**src/rtl/otp_gen_if.sv**
```systemverilog
// otp_gen_if: cipher-core handshake and pad-RAM write port of the keystream generator.
// The generator is master on both: it launches cipher blocks and writes pad nibbles.
interface otp_gen_if #(
   parameter int ADDR_W = 10
);
   logic              ostart_cipher;
   logic [63:0]       oblock;
   logic              icipher_done;
   logic [63:0]       icipher_block;
   logic [ADDR_W-1:0] opad_addr;
   logic [3:0]        opad_wdata;
   logic              opad_we;

   modport master (
      output ostart_cipher, oblock, opad_addr, opad_wdata, opad_we,
      input  icipher_done, icipher_block
   );

   modport slave (
      input  ostart_cipher, oblock, opad_addr, opad_wdata, opad_we,
      output icipher_done, icipher_block
   );
endinterface

```
**src/rtl/otp_gen.sv**
```systemverilog
// otp_gen: counter-mode one-time-pad generator; fills one 512-byte sector of pad RAM per request.
// Define OTP_BYPASS_EN to skip the cipher core and write the raw counter stream as a debug pattern.
module otp_gen #(
   parameter int SECTOR_BLOCKS = 64,
   parameter int ADDR_W        = 10
) (
   input  logic        iclk,
   input  logic        irst_n,
   input  logic [63:0] iiv,
   input  logic        inew_otp,
   input  logic        igen_otp,
   output logic        ootp_ready,
   otp_gen_if.master   bus
);

   localparam int BLK_W = ADDR_W - 4;
   localparam logic [BLK_W-1:0] LAST_BLK = BLK_W'(SECTOR_BLOCKS - 1);
   localparam logic [BLK_W-1:0] BLK_ONE  = BLK_W'(1);
`ifdef OTP_BYPASS_EN
   localparam logic START_PULSE = 1'b0;
`else
   localparam logic START_PULSE = 1'b1;
`endif

   typedef enum logic [2:0] {
      IDLE  = 3'd0,
      START = 3'd1,
      WAIT  = 3'd2,
      WRITE = 3'd3,
      DONE  = 3'd4
   } state_t;

   state_t            state_r;
   logic [63:0]       counter_r;
   logic [BLK_W-1:0]  blk_idx_r;
   logic [3:0]        nib_r;
   logic [63:0]       shift_r;
   logic              ready_r;
   logic              start_r;
   logic [63:0]       oblock_r;
   logic [ADDR_W-1:0] pad_addr_r;
   logic [3:0]        pad_wdata_r;
   logic              pad_we_r;
   logic [63:0]       ctr_next_s;

   assign ctr_next_s = counter_r + 64'd1;

`ifdef OTP_BYPASS_EN
   logic unused_cipher_s;
   assign unused_cipher_s = ^{bus.icipher_done, bus.icipher_block};
`endif

   // Sector sequencer: START launches a block, WAIT catches the cipher result, WRITE unpacks 16 nibbles.
   always_ff @(posedge iclk or negedge irst_n) begin
      if (!irst_n) begin
         state_r     <= IDLE;
         counter_r   <= 64'd0;
         blk_idx_r   <= '0;
         nib_r       <= 4'd0;
         shift_r     <= 64'd0;
         ready_r     <= 1'b0;
         start_r     <= 1'b0;
         oblock_r    <= 64'd0;
         pad_addr_r  <= '0;
         pad_wdata_r <= 4'd0;
         pad_we_r    <= 1'b0;
      end else if (inew_otp) begin
         state_r   <= IDLE;
         counter_r <= iiv;
         ready_r   <= 1'b0;
         pad_we_r  <= 1'b0;
         start_r   <= 1'b0;
         blk_idx_r <= '0;
         nib_r     <= 4'd0;
      end else begin
         case (state_r)
            IDLE: begin
               ready_r  <= 1'b0;
               pad_we_r <= 1'b0;
               if (igen_otp) begin
                  state_r   <= START;
                  blk_idx_r <= '0;
                  nib_r     <= 4'd0;
                  start_r   <= START_PULSE;
                  oblock_r  <= counter_r;
               end else begin
                  start_r <= 1'b0;
               end
            end
            START: begin
               start_r <= 1'b0;
`ifdef OTP_BYPASS_EN
               state_r     <= WRITE;
               nib_r       <= 4'd0;
               pad_we_r    <= 1'b1;
               pad_addr_r  <= {blk_idx_r, 4'd0};
               pad_wdata_r <= counter_r[63:60];
               shift_r     <= {counter_r[59:0], 4'd0};
`else
               state_r <= WAIT;
`endif
            end
            WAIT: begin
               start_r <= 1'b0;
               if (bus.icipher_done) begin
                  state_r     <= WRITE;
                  nib_r       <= 4'd0;
                  pad_we_r    <= 1'b1;
                  pad_addr_r  <= {blk_idx_r, 4'd0};
                  pad_wdata_r <= bus.icipher_block[63:60];
                  shift_r     <= {bus.icipher_block[59:0], 4'd0};
               end else begin
                  state_r <= WAIT;
               end
            end
            WRITE: begin
               if (nib_r == 4'd15) begin
                  pad_we_r  <= 1'b0;
                  nib_r     <= 4'd0;
                  counter_r <= ctr_next_s;
                  if (blk_idx_r == LAST_BLK) begin
                     state_r <= DONE;
                     ready_r <= 1'b1;
                  end else begin
                     state_r   <= START;
                     blk_idx_r <= blk_idx_r + BLK_ONE;
                     start_r   <= START_PULSE;
                     oblock_r  <= ctr_next_s;
                  end
               end else begin
                  nib_r       <= nib_r + 4'd1;
                  pad_addr_r  <= {blk_idx_r, nib_r + 4'd1};
                  pad_wdata_r <= shift_r[63:60];
                  shift_r     <= {shift_r[59:0], 4'd0};
               end
            end
            DONE: begin
               // Ready holds only while the SD stage keeps asking; a dropped request releases it.
               if (igen_otp) begin
                  ready_r <= 1'b1;
               end else begin
                  ready_r <= 1'b0;
                  state_r <= IDLE;
               end
            end
            default: begin
               state_r  <= IDLE;
               ready_r  <= 1'b0;
               start_r  <= 1'b0;
               pad_we_r <= 1'b0;
            end
         endcase
      end
   end

   assign ootp_ready        = ready_r;
   assign bus.ostart_cipher = start_r;
   assign bus.oblock        = oblock_r;
   assign bus.opad_addr     = pad_addr_r;
   assign bus.opad_wdata    = pad_wdata_r;
   assign bus.opad_we       = pad_we_r;

endmodule
```
**src/flat_wrapper.sv**
```systemverilog
// flat-port wrapper written by rule: the top's interface ports become plain ports
module otp_gen_flat 
#(
   parameter int SECTOR_BLOCKS = 64,
   parameter int ADDR_W        = 10
)
  (iclk, irst_n, iiv, inew_otp, igen_otp, ootp_ready, bus_ostart_cipher, bus_oblock, bus_opad_addr, bus_opad_wdata, bus_opad_we, bus_icipher_done, bus_icipher_block);
  otp_gen_if #(.ADDR_W(ADDR_W)) bus_i ();
  input  logic iclk;
  input  logic irst_n;
  input  logic [63:0] iiv;
  input  logic inew_otp;
  input  logic igen_otp;
  output logic ootp_ready;
  output wire logic [$bits(bus_i.ostart_cipher)-1:0] bus_ostart_cipher;
  output wire logic [$bits(bus_i.oblock)-1:0] bus_oblock;
  output wire logic [$bits(bus_i.opad_addr)-1:0] bus_opad_addr;
  output wire logic [$bits(bus_i.opad_wdata)-1:0] bus_opad_wdata;
  output wire logic [$bits(bus_i.opad_we)-1:0] bus_opad_we;
  input wire logic [$bits(bus_i.icipher_done)-1:0] bus_icipher_done;
  input wire logic [$bits(bus_i.icipher_block)-1:0] bus_icipher_block;
  assign bus_ostart_cipher = bus_i.ostart_cipher;
  assign bus_oblock = bus_i.oblock;
  assign bus_opad_addr = bus_i.opad_addr;
  assign bus_opad_wdata = bus_i.opad_wdata;
  assign bus_opad_we = bus_i.opad_we;
  assign bus_i.icipher_done = bus_icipher_done;
  assign bus_i.icipher_block = bus_icipher_block;
  otp_gen #(.SECTOR_BLOCKS(SECTOR_BLOCKS), .ADDR_W(ADDR_W)) u_core (.iclk(iclk), .irst_n(irst_n), .iiv(iiv), .inew_otp(inew_otp), .igen_otp(igen_otp), .ootp_ready(ootp_ready), .bus(bus_i));
endmodule
```
**config.mk**
```make
export PLATFORM = sky130hd
export DESIGN_NAME = otp_gen_flat
export DESIGN_NICKNAME = d
export VERILOG_FILES = /design/src/rtl/otp_gen_if.sv /design/src/rtl/otp_gen.sv /design/src/flat_wrapper.sv
export SDC_FILE = /design/constraint.sdc
export NUM_CORES = 1
export LEC_CHECK = 0
export CAP_MARGIN = 20
export CELL_PAD_IN_SITES_DETAIL_PLACEMENT = 1
export CELL_PAD_IN_SITES_GLOBAL_PLACEMENT = 1
export CORE_ASPECT_RATIO = 1.25
export CORE_MARGIN = 2
export CORE_UTILIZATION = 40
export CTS_BUF_LIST = sky130_fd_sc_hd__clkbuf_16
export DETAILED_ROUTE_END_ITERATION = 8
export MAX_ROUTING_LAYER = met4
export PLACE_DENSITY = 0.9
export SYNTH_ARGS = -nofsm -noshare
export SYNTH_HDL_FRONTEND = slang
export SYNTH_SLANG_ARGS = --single-unit
```
**constraint.sdc**
```tcl
create_clock -name iclk -period 2.4 [get_ports iclk]
set_input_delay 0.6 -clock iclk [delete_from_list [all_inputs] [get_ports iclk]]
set_output_delay 0.6 -clock iclk [all_outputs]
set_load 0.03 [all_outputs]
```
==> After elaboration in Yosys (flattened, before gate mapping) <==
Cells that the tools add are included.
Widths: inputs -> output; s select.
{ "op_classes": {"eq_ne": 20, "mux": 46, "n_addsub": 3, "n_reduce_logical": 18, "n_bitwise": 1} }
{ "ops": {"columns": ["cell", "n"], "rows": [
  ["$mux 64", 8],
  ["$pmux 64 s2", 2],
  ["$add 64x1->64 const B", 1],
  ["$mux 4", 6],
  ["$mux 6", 4],
  ["$mux 10", 2],
  ["$pmux 10 s2", 1],
  ["$mux 3", 5],
  ["$pmux 3 s5", 1],
  ["$reduce_and 3->1", 5],
  ["$ne 3x3->1 const B", 4],
  ["$pmux 4 s3", 1],
  ["$pmux 6 s2", 1],
  ["$mux 1", 11],
  ["$ne 2x2->1 const B", 5],
  ["$pmux 1 s3", 3],
  ["$pmux 4 s2", 1],
  ["$reduce_and 4->1", 2],
  ["$reduce_bool 2->1", 4],
  ["$add 6x1->6 const B", 1],
  ["$eq 3x2->1 const B", 2],
  ["$eq 6x6->1 const B", 1],
  ["$ne 2x1->1 const B", 3],
  ["$ne 3x2->1 const B", 2],
  ["other kinds (11)", 12]
]} }
{ "totals": {"word_cells": 99, "reg_bits": 222, "output_inout_bits": 81, "in_bits": 133} }

==> Logic depth before layout (Yosys ltp) <==
Gate-level depths: netlist of the first run.
{ "logic_depth": {"word_depth": 5, "mapped_depth": 9, "mapped_depth_nobuf": 6} }

==> Worst setup path before layout of the first run <==
Ideal clock, no wire load.
{ "synth_timing": {"kind": "flip-flop to flip-flop", "from": "register u_core.nib_r[0]", "to": "register u_core.counter_r[53]", "required_time_ns": 2.318, "path_stages_with_launch": 7, "t_arrival_ns": 2.052, "slack_ns": 0.266, "n_path_buf": 0, "setup_ns": 0.082, "cell_sequence": "dfrtp_1 -> ha_1 -> nand3_2 -> or4_4 -> nand4bb_1 -> or3_1 -> a31oi_1"} }
{ "synth_via": {"elab_chain_len": 3} }
{ "synth_lines": {"columns": ["element", "line", "rtl"], "rows": [
  ["from (decl)", "otp_gen.sv:36", "logic [3:0] nib_r;"],
  ["from (signal assigned)", "otp_gen.sv:131", "nib_r <= nib_r + 4'd1;"],
  ["$eq 4x4->1", "otp_gen.sv:117", "if (nib_r == 4'd15) begin"],
  ["$reduce_bool 2->1 (no source line)", null, null],
  ["$reduce_and 2->1 (no source line)", null, null],
  ["to (signal assigned)", "otp_gen.sv:69", "counter_r <= iiv;"],
  ["to (signal assigned)", "otp_gen.sv:120", "counter_r <= ctr_next_s;"],
  ["to (decl)", "otp_gen.sv:34", "logic [63:0] counter_r;"]
]} }
Every way passes these cells.
A chain may end at the register's enable or synchronous reset.

==> Final worst setup path of the first run <==
{ "layout_timing": {"from": "register u_core.counter_r[0]", "to": "register u_core.counter_r[58]"} }
{ "layout_via": {"elab_chain_len": 4} }
{ "layout_lines": {"columns": ["element", "line", "rtl"], "rows": [
  ["$add 64x1->64", "otp_gen.sv:46", "assign ctr_next_s = counter_r + 64'd1;"],
  ["$mux 64", "otp_gen.sv:117", null],
  ["$mux 64", "otp_gen.sv:76", "case (state_r)"],
  ["$mux 64", "otp_gen.sv:67", "end else if (inew_otp) begin"]
]} }
Every way passes these cells. The select of a mux whose other input is x is not followed.

==> run metrics, run 1 <==
relative slew slack between 40% and 50%; GPL Wtd Cong between 0.9 and 1; Yosys warnings 0; maximum achievable frequency slightly above 400 MHz; Fin Setup TNS -70.6 ps; ys async rst share 100%; io pins between 200 and 250; Max-cap violations 0; fin crit period between 2000 and 2500 ps; Crit Path Max Fanout 7; Post-synth top cells dfrtp_1 (218), nand2_1 (193), o21ai_0 (175); Final Hold Viols 0; CP peak stage delay between 500 and 600 ps; clk sinks about 220; leading area contributor after synthesis dfrtp_1; All-Layer GR Usage about 28%; Crit path max-delay family simple AND/OR/NAND/NOR gates; Initial DRC Count 775; Cells after Synth 1,262; RSZ-0062 raised after global routing yes; uppermost layer routed met4; Netlist cell types 61; HPWL after detailed placement 29,900 µm; Worst Slack Setup Final -51.8 ps; count leader, synth dfrtp_1; CTS tree yes; CTS buffer count 24; IO Port Bufs ~210; Tightest Hold Check Type input pin to asynchronous set/reset pin; Lkg Pwr 6.11 nW; Metal-1 WL between 15,000 and 20,000 µm; area grow syn2layout 34.0%; Synth Net Count between 1,000 and 1,500; layout cells sized above 1 around an eighth; clk_skew between 10 and 15 ps; Rows a little under 70; Initial DRT Pass Iterations 5; post-route ant nets 0; violated checks setup timing; Setup Viol. Count Final 3; Die W about 160 µm; storage element area about 5500 µm²; ranking of synthesized cells by area dfrtp_1 (47%), o21ai_0 (7.6%), nand2_1 (6.3%); Post-Synthesis Mean Instance Area 9.17 µm²; Worst Path Required approximately 2800 ps; Crit. End Element register; register bit count reported by yosys between 200 and 250; Chip Height 194 µm; P per Cell Area between 900 and 1000 nW/µm²; Yosys top cell area share a little under half; Die Area ~30,000 µm²; critical path class register to register; met2 routed WL about 21,000 µm; clk root buf clkbuf_16; fin nets between 1,500 and 2,000; initial antenna violation count 3; vias in the first global route around 12,000; Worst-path clk slew 70 ps; DP Area roughly 15,000 µm²; initial cell density of the core 40.6%; Fill cells roughly 3,200; worst skew pair latency about 530 ps; Multi-input gate area slightly below 6000 µm²; final wirelength between 40,000 and 50,000 µm; Post-synth EDFFs 0; drt drc 0; Final Max Slew Viols 0; status finished, violations left; critical-path cell list ha_2, nand4_1, nor4_2, nand4_1, or3_1, a31oi_1; final instance area ~16,000 µm²; Worst Path Arrival roughly 2900 ps; Clock Tree Buf Depth 3; part of the Yosys area used for sequential elements between 40% and 50%; WP buf/inv 0; hold-fix buffer count after cts 0; Post-Syn Area between 10,000 and 15,000 µm²; Least-Margin Pin Slew about 840 ps; GRT overflow 0; Post-Route Hold Slack a little over 20 ps; Critical-path top delay cell nor4_2; routed vias around 11,000; # H-tree levels 1; startpoint types register; pin count of the biggest net entering global routing between 80 and 90; period utilization 102%; global-route wire length before repair roughly 65,000 µm; wire length per cell between 20 and 25 µm; Max IR drop VDD 0.548 mV; Top FF cell, synth dfrtp_1; DR vias/cell approximately 6; total power 0.0143 W; DR WL met3 3050 µm; core area 28,500 µm²; Worst path most repeated cell nand4_1
==> placed cells by master (no fill, tap or decap), drive strengths merged, types with 7 or more instances in the layout <==
master	instances
o21ai	181
or3	31
and3	10
o31ai	23
nor4	19
a31oi	50
nand2	193
xnor2	26
or4	24
clkbuf	25
mux2i	62
nand4	53
clkdlybuf4s50	211
buf	97
inv	14
nand3	50
dfrtp	218
clkinv	10
nor3	19
xor2	52
nor2	77
mux2	7
==> sequential cells by signal, indices dropped and copies added (netlist names) <==
| register | cells |
|---|---|
| u_core.bus.oblock | 64 |
| u_core.counter_r | 64 |
| u_core.shift_r | 60 |
| u_core.bus.opad_addr | 10 |
| u_core.blk_idx_r | 6 |
| u_core.bus.opad_wdata | 4 |
| u_core.nib_r | 4 |
| u_core.state_r | 3 |
| u_core.bus.opad_we | 1 |
| u_core.bus.ostart_cipher | 1 |
| u_core.ootp_ready | 1 |
==> repair_timing <==
action,in CTS,in global routing
resized for setup,1,25
buffers inserted,1,5
pin swaps,1,5
setup endpoints to repair,5,61
==> area by class of cell <==
class / count / area share (%)
antenna: 5 / 0.0807
clock buffer: 25 / 4.04
clock inverter: 18 / 1.07
inverter: 11 / 0.266
multi-input combinational: 938 / 37.3
sequential: 218 / 35.2
tap: 355 / 2.86
timing repair buffer: 308 / 19.1
==> per-stage QoR <==
| stage | utilization, % | cells | setup WS (ps) |
|---|---|---|---|
| 3_3_place_gp | 51.0 | 1824 | 130 |
| 2_1_floorplan | - | 1262 | 266 |
| 6_report | 54.4 | 1878 | -51.8 |
| 5_1_grt | 54.4 | 1876 | -68.6 |
| 3_5_place_dp | 51.0 | 1824 | 1.86 |
| 4_1_cts | 53.8 | 1868 | -17.5 |
==> cell families (layout without fill, tap and decap cells) <==
group           after synthesis  in the layout  share of synthesized area [%]
compound gates              287            287                           14.2
xor+xnor                     78             78                           5.90
fa+ha+maj                     3              3                          0.324
buf+inv                     106            362                           3.75
flops                       218            218                           47.2
mux                          69             69                           6.05
other cells                   0              5                              0
simple gates                501            501                           22.6
==> power by group <==
group	total [W]	internal [W]	switching (W)	leakage [nW]
clock network	0.00380	0.00221	0.00159	0.399
registers	0.00563	0.00477	0.000859	2.66
logic	0.00482	0.00197	0.00285	3.05
total	0.0143	0.00895	0.00530	6.11
==> layer usage <==
metal	vias up	GRT usage, %
li1	5027	-
met1	5515	30.4
met2	455	49.6
met3	144	5.92
met4	0	10.9
met5	-	-
==> path summary, 6_finish.rpt <==
kind	from	to	slack, ps	cells after the start
min reg2reg	u_core.shift_r[33]	u_core.shift_r[33]	490	2
min in group iclk	inew_otp	u_core.nib_r[2]	350	2
max	u_core.counter_r[0]	u_core.counter_r[58]	-50	6
max in group asynchronous	irst_n	u_core.shift_r[7]	1650	2
max reg2reg	u_core.counter_r[0]	u_core.counter_r[58]	-50	6
min	irst_n	u_core.bus.oblock[20]	20	1
No activity file was read; power rests on OpenSTA's default activity.
==> inputs of run 2 (changes only) <==
--- a/config.mk
+++ b/config.mk
@@ -15,6 +15,7 @@
 export DETAILED_ROUTE_END_ITERATION = 8
 export MAX_ROUTING_LAYER = met4
 export PLACE_DENSITY = 0.9
+export SLEW_MARGIN = 40
 export SYNTH_ARGS = -nofsm -noshare
 export SYNTH_HDL_FRONTEND = slang
 export SYNTH_SLANG_ARGS = --single-unit
==> run metrics, run 2 (synthesis results as in run 1) <==
fin nets 1,637 (unchanged); Die W 156 µm (unchanged); Clock Tree Buf Depth 3 (unchanged); All-Layer GR Usage 28.0% (unchanged); Final Max Slew Viols 0 (unchanged); violated checks setup timing; Post-Route Hold Slack 18.7 ps (-1.99 ps); CP peak stage delay 490 ps (-60 ps); io pins 214 (unchanged); Die Area 30,300 µm² (unchanged); fin crit period 2450 ps (-4.45 ps); initial cell density of the core 40.6% (unchanged); clk root buf clkbuf_16; final wirelength 42,300 µm (+0.31%); GPL Wtd Cong 0.961 (unchanged); Setup Viol. Count Final 3 (unchanged); period utilization 102% (-0.19 points); Lkg Pwr 6.11 nW (about the same); commonest non-fill, non-tap cell in the layout dfrtp_1; CTS buffer count 24 (unchanged); area grow syn2layout 34.0% (about the same); drt drc 0 (unchanged); clk_skew 11.6 ps (+0.930 ps); vias in the first global route 11,991 (unchanged); critical-path cell list nand4_1, buf_4, or3_1, buf_4, nor4_1, xnor2_1, o21ai_1; Initial DRT Pass Iterations 7 (+2); Crit Path Max Fanout 7 (unchanged); final std cells w/o fill 1,878 (unchanged); CTS tree yes; Worst Path Required 2760 ps (-80 ps); relative slew slack 59.6% (+16 points); Max-cap violations 0 (unchanged); Final Hold Viols 0 (unchanged); Critical-path top delay cell dfrtp_1; wire length per cell 22.5 µm (+0.31%); Fill cells 3,203 (-0.25%); status finished, violations left; post-route ant nets 0 (unchanged); Crit. End Element register; Worst-path clk slew 70 ps (about the same); HPWL after detailed placement 29,900 µm (unchanged); routed vias 11,156 (+0.13%); maximum achievable frequency 409 MHz (+0.18%); critical path class register to register; global-route wire length before repair 65,400 µm (unchanged); Chip Height 194 µm (unchanged); Max IR drop VDD 0.554 mV (+1.0%); IO Port Bufs 213 (unchanged); core area 28,500 µm² (unchanged); commonest cells after routing, fill and taps aside dfrtp_1 (212), clkdlybuf4s50_1 (211), nand2_1 (191); P per Cell Area 920 nW/µm² (+0.11%); Worst Path Arrival 2810 ps (-80 ps); initial antenna violation count 3 (unchanged); Worst Slack Setup Final -47.4 ps (+4.45 ps); hold-fix buffer count after cts 0 (unchanged); RSZ-0062 raised after global routing yes; clk sinks 218 (unchanged); DR vias/cell 5.94 (+0.13%); Worst path most repeated cell buf_4; pin count of the biggest net entering global routing 89 (unchanged); Tightest Hold Check Type input pin to asynchronous set/reset pin; Place WS 1.86 ps (unchanged); Least-Margin Pin Slew 607 ps (-237 ps); layout cells sized above 1 12.1% (-0.13 points); placed cell count 1,824 (unchanged); Initial DRC Count 862 (+11%); startpoint types register; worst skew pair latency 530 ps (about the same); Rows 69 (unchanged); GRT overflow 0 (unchanged); # H-tree levels 1 (unchanged)
run 2: path summary, 6_finish.rpt:
| path | cells after the start | slack [ps] | endpoint | from |
|---|---|---|---|---|
| worst max-delay path | 7 | -50 | u_core.counter_r[33] | u_core.counter_r[6] |
| worst min register to register | 2 | 490 | u_core.shift_r[33] | u_core.shift_r[33] |
| min in group iclk | 2 | 360 | u_core.nib_r[2] | inew_otp |
| max in group asynchronous | 2 | 1640 | u_core.shift_r[14] | irst_n |
| worst min-delay path | 1 | 20 | u_core.bus.oblock[20] | irst_n |
| worst max register to register | 7 | -50 | u_core.counter_r[33] | u_core.counter_r[6] |
run 2: power breakdown:
group | internal (W) | total (W) | switching, W | leakage (nW)
clock network | 0.00221 | 0.00380 | 0.00159 | 0.399
logic | 0.00197 | 0.00482 | 0.00285 | 3.05
registers | 0.00477 | 0.00564 | 0.000867 | 2.66
run 2: cell type report:
| type | instances | area, µm² | area share (%) |
|---|---|---|---|
| Antenna cell | 5 | 12.5 | 0.0807 |
| Clock buffer | 25 | 626 | 4.04 |
| Clock inverter | 18 | 166 | 1.07 |
| Inverter | 11 | 41.3 | 0.266 |
| Multi-Input combinational cell | 938 | 5780 | 37.3 |
| Sequential cell | 218 | 5460 | 35.2 |
| Tap cell | 355 | 444 | 2.87 |
| Timing Repair Buffer | 308 | 2970 | 19.2 |
run 2: critical path: cells and delay by family, from the launching register on:
family / cells / cell delay (ps)
buffers and inverters: 2 / 410
DFF: 1 / 490
and+or+nand+nor: 3 / 1000
xor gates and xnor gates: 1 / 220
AOI/OAI and AO/OA: 1 / 140
run 2: what timing repair did:
action,in CTS,in global routing
pin swaps,1,5
hold endpoints to repair,0,0
gates cloned,0,0
resized for setup,1,23
buffers inserted,1,5
endpoints found under the setup margin,5,60
run 2: stage by stage:
| stage | power (W) | area, µm² | TNS, ps | utilization, % |
|---|---|---|---|---|
| 2_1_floorplan | 0.00811 | 11600 | 0 | - |
| 3_3_place_gp | 0.0101 | 14500 | 0 | 51.0 |
| 3_5_place_dp | 0.0105 | 14500 | 0 | 51.0 |
| 4_1_cts | 0.0143 | 15300 | -17.5 | 53.8 |
| 5_1_grt | 0.0150 | 15500 | -1180 | 54.4 |
| 6_report | 0.0143 | 15500 | -72.0 | 54.4 |
run 2: layer usage:
metal	vias to the layer above	wire, µm	global-route usage, %
li1	5023	-	-
met1	5510	15700	30.4
met2	491	21900	49.6
met3	132	3000	5.92
met4	0	1700	10.9
met5	-	0	-
==> inputs of run 3 (changes only) <==
--- a/config.mk
+++ b/config.mk
@@ -13,6 +13,7 @@
 export CORE_UTILIZATION = 40
 export CTS_BUF_LIST = sky130_fd_sc_hd__clkbuf_16
 export DETAILED_ROUTE_END_ITERATION = 8
+export GPL_TIMING_DRIVEN = 0
 export MAX_ROUTING_LAYER = met4
 export PLACE_DENSITY = 0.9
 export SLEW_MARGIN = 40
==> run metrics, run 3 (synthesis results as in run 1) <==
status finished, violations left; violated checks setup timing; commonest cells after routing, fill and taps aside dfrtp_1 (215), clkdlybuf4s50_1 (212), nand2_1 (191); Initial DRC Count 773 (-10%); Worst-path clk slew 60 ps (about the same); Tightest Hold Check Type register to register; switch share 38.3% (+1.0 points); HPWL after detailed placement 31,200 µm (+4.4%); Least-Margin Pin Slew 783 ps (+177 ps); fin crit period 2690 ps (+244 ps); Lkg Pwr 6.16 nW (+0.84%); startpoint types register; Final Hold Viols 0 (unchanged); Die W 156 µm (unchanged); Die Area 30,300 µm² (unchanged); Post-Route Hold Slack 478 ps (+459 ps); Final Max Slew Viols 0 (unchanged); period utilization 112% (+10 points); vias in the first global route 12,548 (+4.6%); Worst Path Required 2780 ps (+20 ps); io pins 214 (unchanged); post-route ant nets 0 (unchanged); GPL Wtd Cong 0.917 (-4.6%); area grow syn2layout 34.3%; global-route wire length before repair 69,100 µm (+5.7%); CTS buffer count 24 (unchanged); Worst Slack Setup Final -291 ps (-244 ps); critical path class register to register; clk_skew 20.1 ps (+8.49 ps); internal cell power 0.00883 W (-1.3%); Place WS -817 ps (-819 ps); # H-tree levels 1 (unchanged); clock share of power 25.8% (-0.8 points); initial antenna violation count 4 (+1); GRT overflow 0 (unchanged); relative slew slack 47.8% (-12 points); P per Cell Area 921 nW/µm² (about the same); pin count of the biggest net entering global routing 65 (-27%); Crit Path Max Fanout 7 (unchanged); Setup Viol. Count Final 10 (+7); Max IR drop VDD 0.547 mV (-1.1%); final wirelength 45,500 µm (+7.6%); maximum achievable frequency 372 MHz (-9.1%); Max-cap violations 0 (unchanged); All-Layer GR Usage 29.9% (+1.9 points); Fill cells 3,208 (+0.16%); fin nets 1,669 (+2.0%); initial cell density of the core 40.6% (unchanged); Rows 69 (unchanged); Sw Pwr 0.00548 W (+3.1%); Worst Path Arrival 3070 ps (+260 ps); Initial DRT Pass Iterations 5 (-2); DR vias/cell 6.06 (+2.0%); Crit. End Element register; routed vias 11,562 (+3.6%); clk root buf clkbuf_16; Clock Tree Buf Depth 3 (unchanged); worst skew pair latency 540 ps (about the same); wire length per cell 23.8 µm (+5.9%); IO Port Bufs 213 (unchanged); layout cells sized above 1 12.0% (-0.11 points); core area 28,500 µm² (unchanged); clk sinks 218 (unchanged); Comb pwr share 34.9% (+1.1 points); commonest non-fill, non-tap cell in the layout dfrtp_1; drt drc 0 (unchanged); Chip Height 194 µm (unchanged); CTS tree yes; part of the power in registers 39.3% (-0.3 points); Fin Setup TNS -614 ps (-542 ps)
==> run 3: cell count changes in the layout (fill, tap and decap cells not counted), moves of 4 or more <==
cell	change
buf_4	-47
nor3_2	+4
clkbuf_4	+6
buf_2	+25
buf_12	-8
clkbuf_1	+26
nor3_1	-6
clkbuf_2	+25
==> run 3: power groups by stage <==
stage | sequential [W] | combinational [W] | clock (W)
final | 0.00563 | 0.00499 | 0.00369
after floorplan | 0.00641 | 0.00171 | 0
after global placement | 0.00555 | 0.00463 | 0
after CTS | 0.00558 | 0.00494 | 0.00371
after detailed placement | 0.00561 | 0.00485 | 0
after global routing | 0.00572 | 0.00538 | 0.00388
==> run 3: what timing repair did <==
item | in CTS | in global routing
pin swaps | 5 | 9
resized for setup | 56 | 46
buffers inserted | 11 | 21
hold buffers | 1 | 0
hold endpoints to repair | 18 | 0
endpoints found under the setup margin | 202 | 119
==> run 3: per-layer routing <==
layer  wire length [µm]  up-vias  global-route usage, %
met1              15900     5783                   30.6
met4               2560        0                   14.1
met5                  0        -                      -
met2              23600      494                   53.2
met3               3440      188                   7.33
li1                   -     5097                      -
==> run 3: path summary, 6_finish.rpt <==
kind | from | endpoint | slack, ps | cells after the start
worst min register to register | u_core.shift_r[56] | u_core.shift_r[56] | 480 | 2
worst max register to register | u_core.counter_r[16] | u_core.counter_r[33] | -290 | 5
max in group asynchronous | irst_n | u_core.nib_r[0] | 800 | 4
min in group asynchronous | irst_n | u_core.bus.oblock[52] | 570 | 2
worst max-delay path | u_core.counter_r[16] | u_core.counter_r[33] | -290 | 5
worst min-delay path | u_core.shift_r[56] | u_core.shift_r[56] | 480 | 2
==> run 3: stage by stage <==
stage | instances | power (W) | util [%] | instance area, µm²
floorplan | 1262 | 0.00811 | - | 11600
global placement | 1830 | 0.0102 | 49.7 | 14100
detailed placement | 1833 | 0.0105 | 50.0 | 14200
CTS | 1886 | 0.0142 | 53.5 | 15200
global route | 1908 | 0.0150 | 54.5 | 15500
finish | 1908 | 0.0143 | 54.5 | 15500
==> run 3: critical path: stages (launching register included) <==
cell	delay, ps
dfrtp_1	530
nand3_2	300
or4_1	680
nor4_1	700
xnor2_1	240
o21ai_1	100
==> run 3: final cells by class <==
| class | instances | area (µm²) | area share [%] |
|---|---|---|---|
| multi-input combinational | 938 | 5900 | 38.0 |
| sequential | 218 | 5460 | 35.1 |
| timing repair buffer | 249 | 2480 | 16.0 |
| clock buffer | 25 | 626 | 4.03 |
| buffer | 91 | 447 | 2.87 |
| tap | 355 | 444 | 2.86 |
| clock inverter | 17 | 129 | 0.829 |
| inverter | 11 | 41.3 | 0.266 |
| antenna | 4 | 10.0 | 0.0644 |
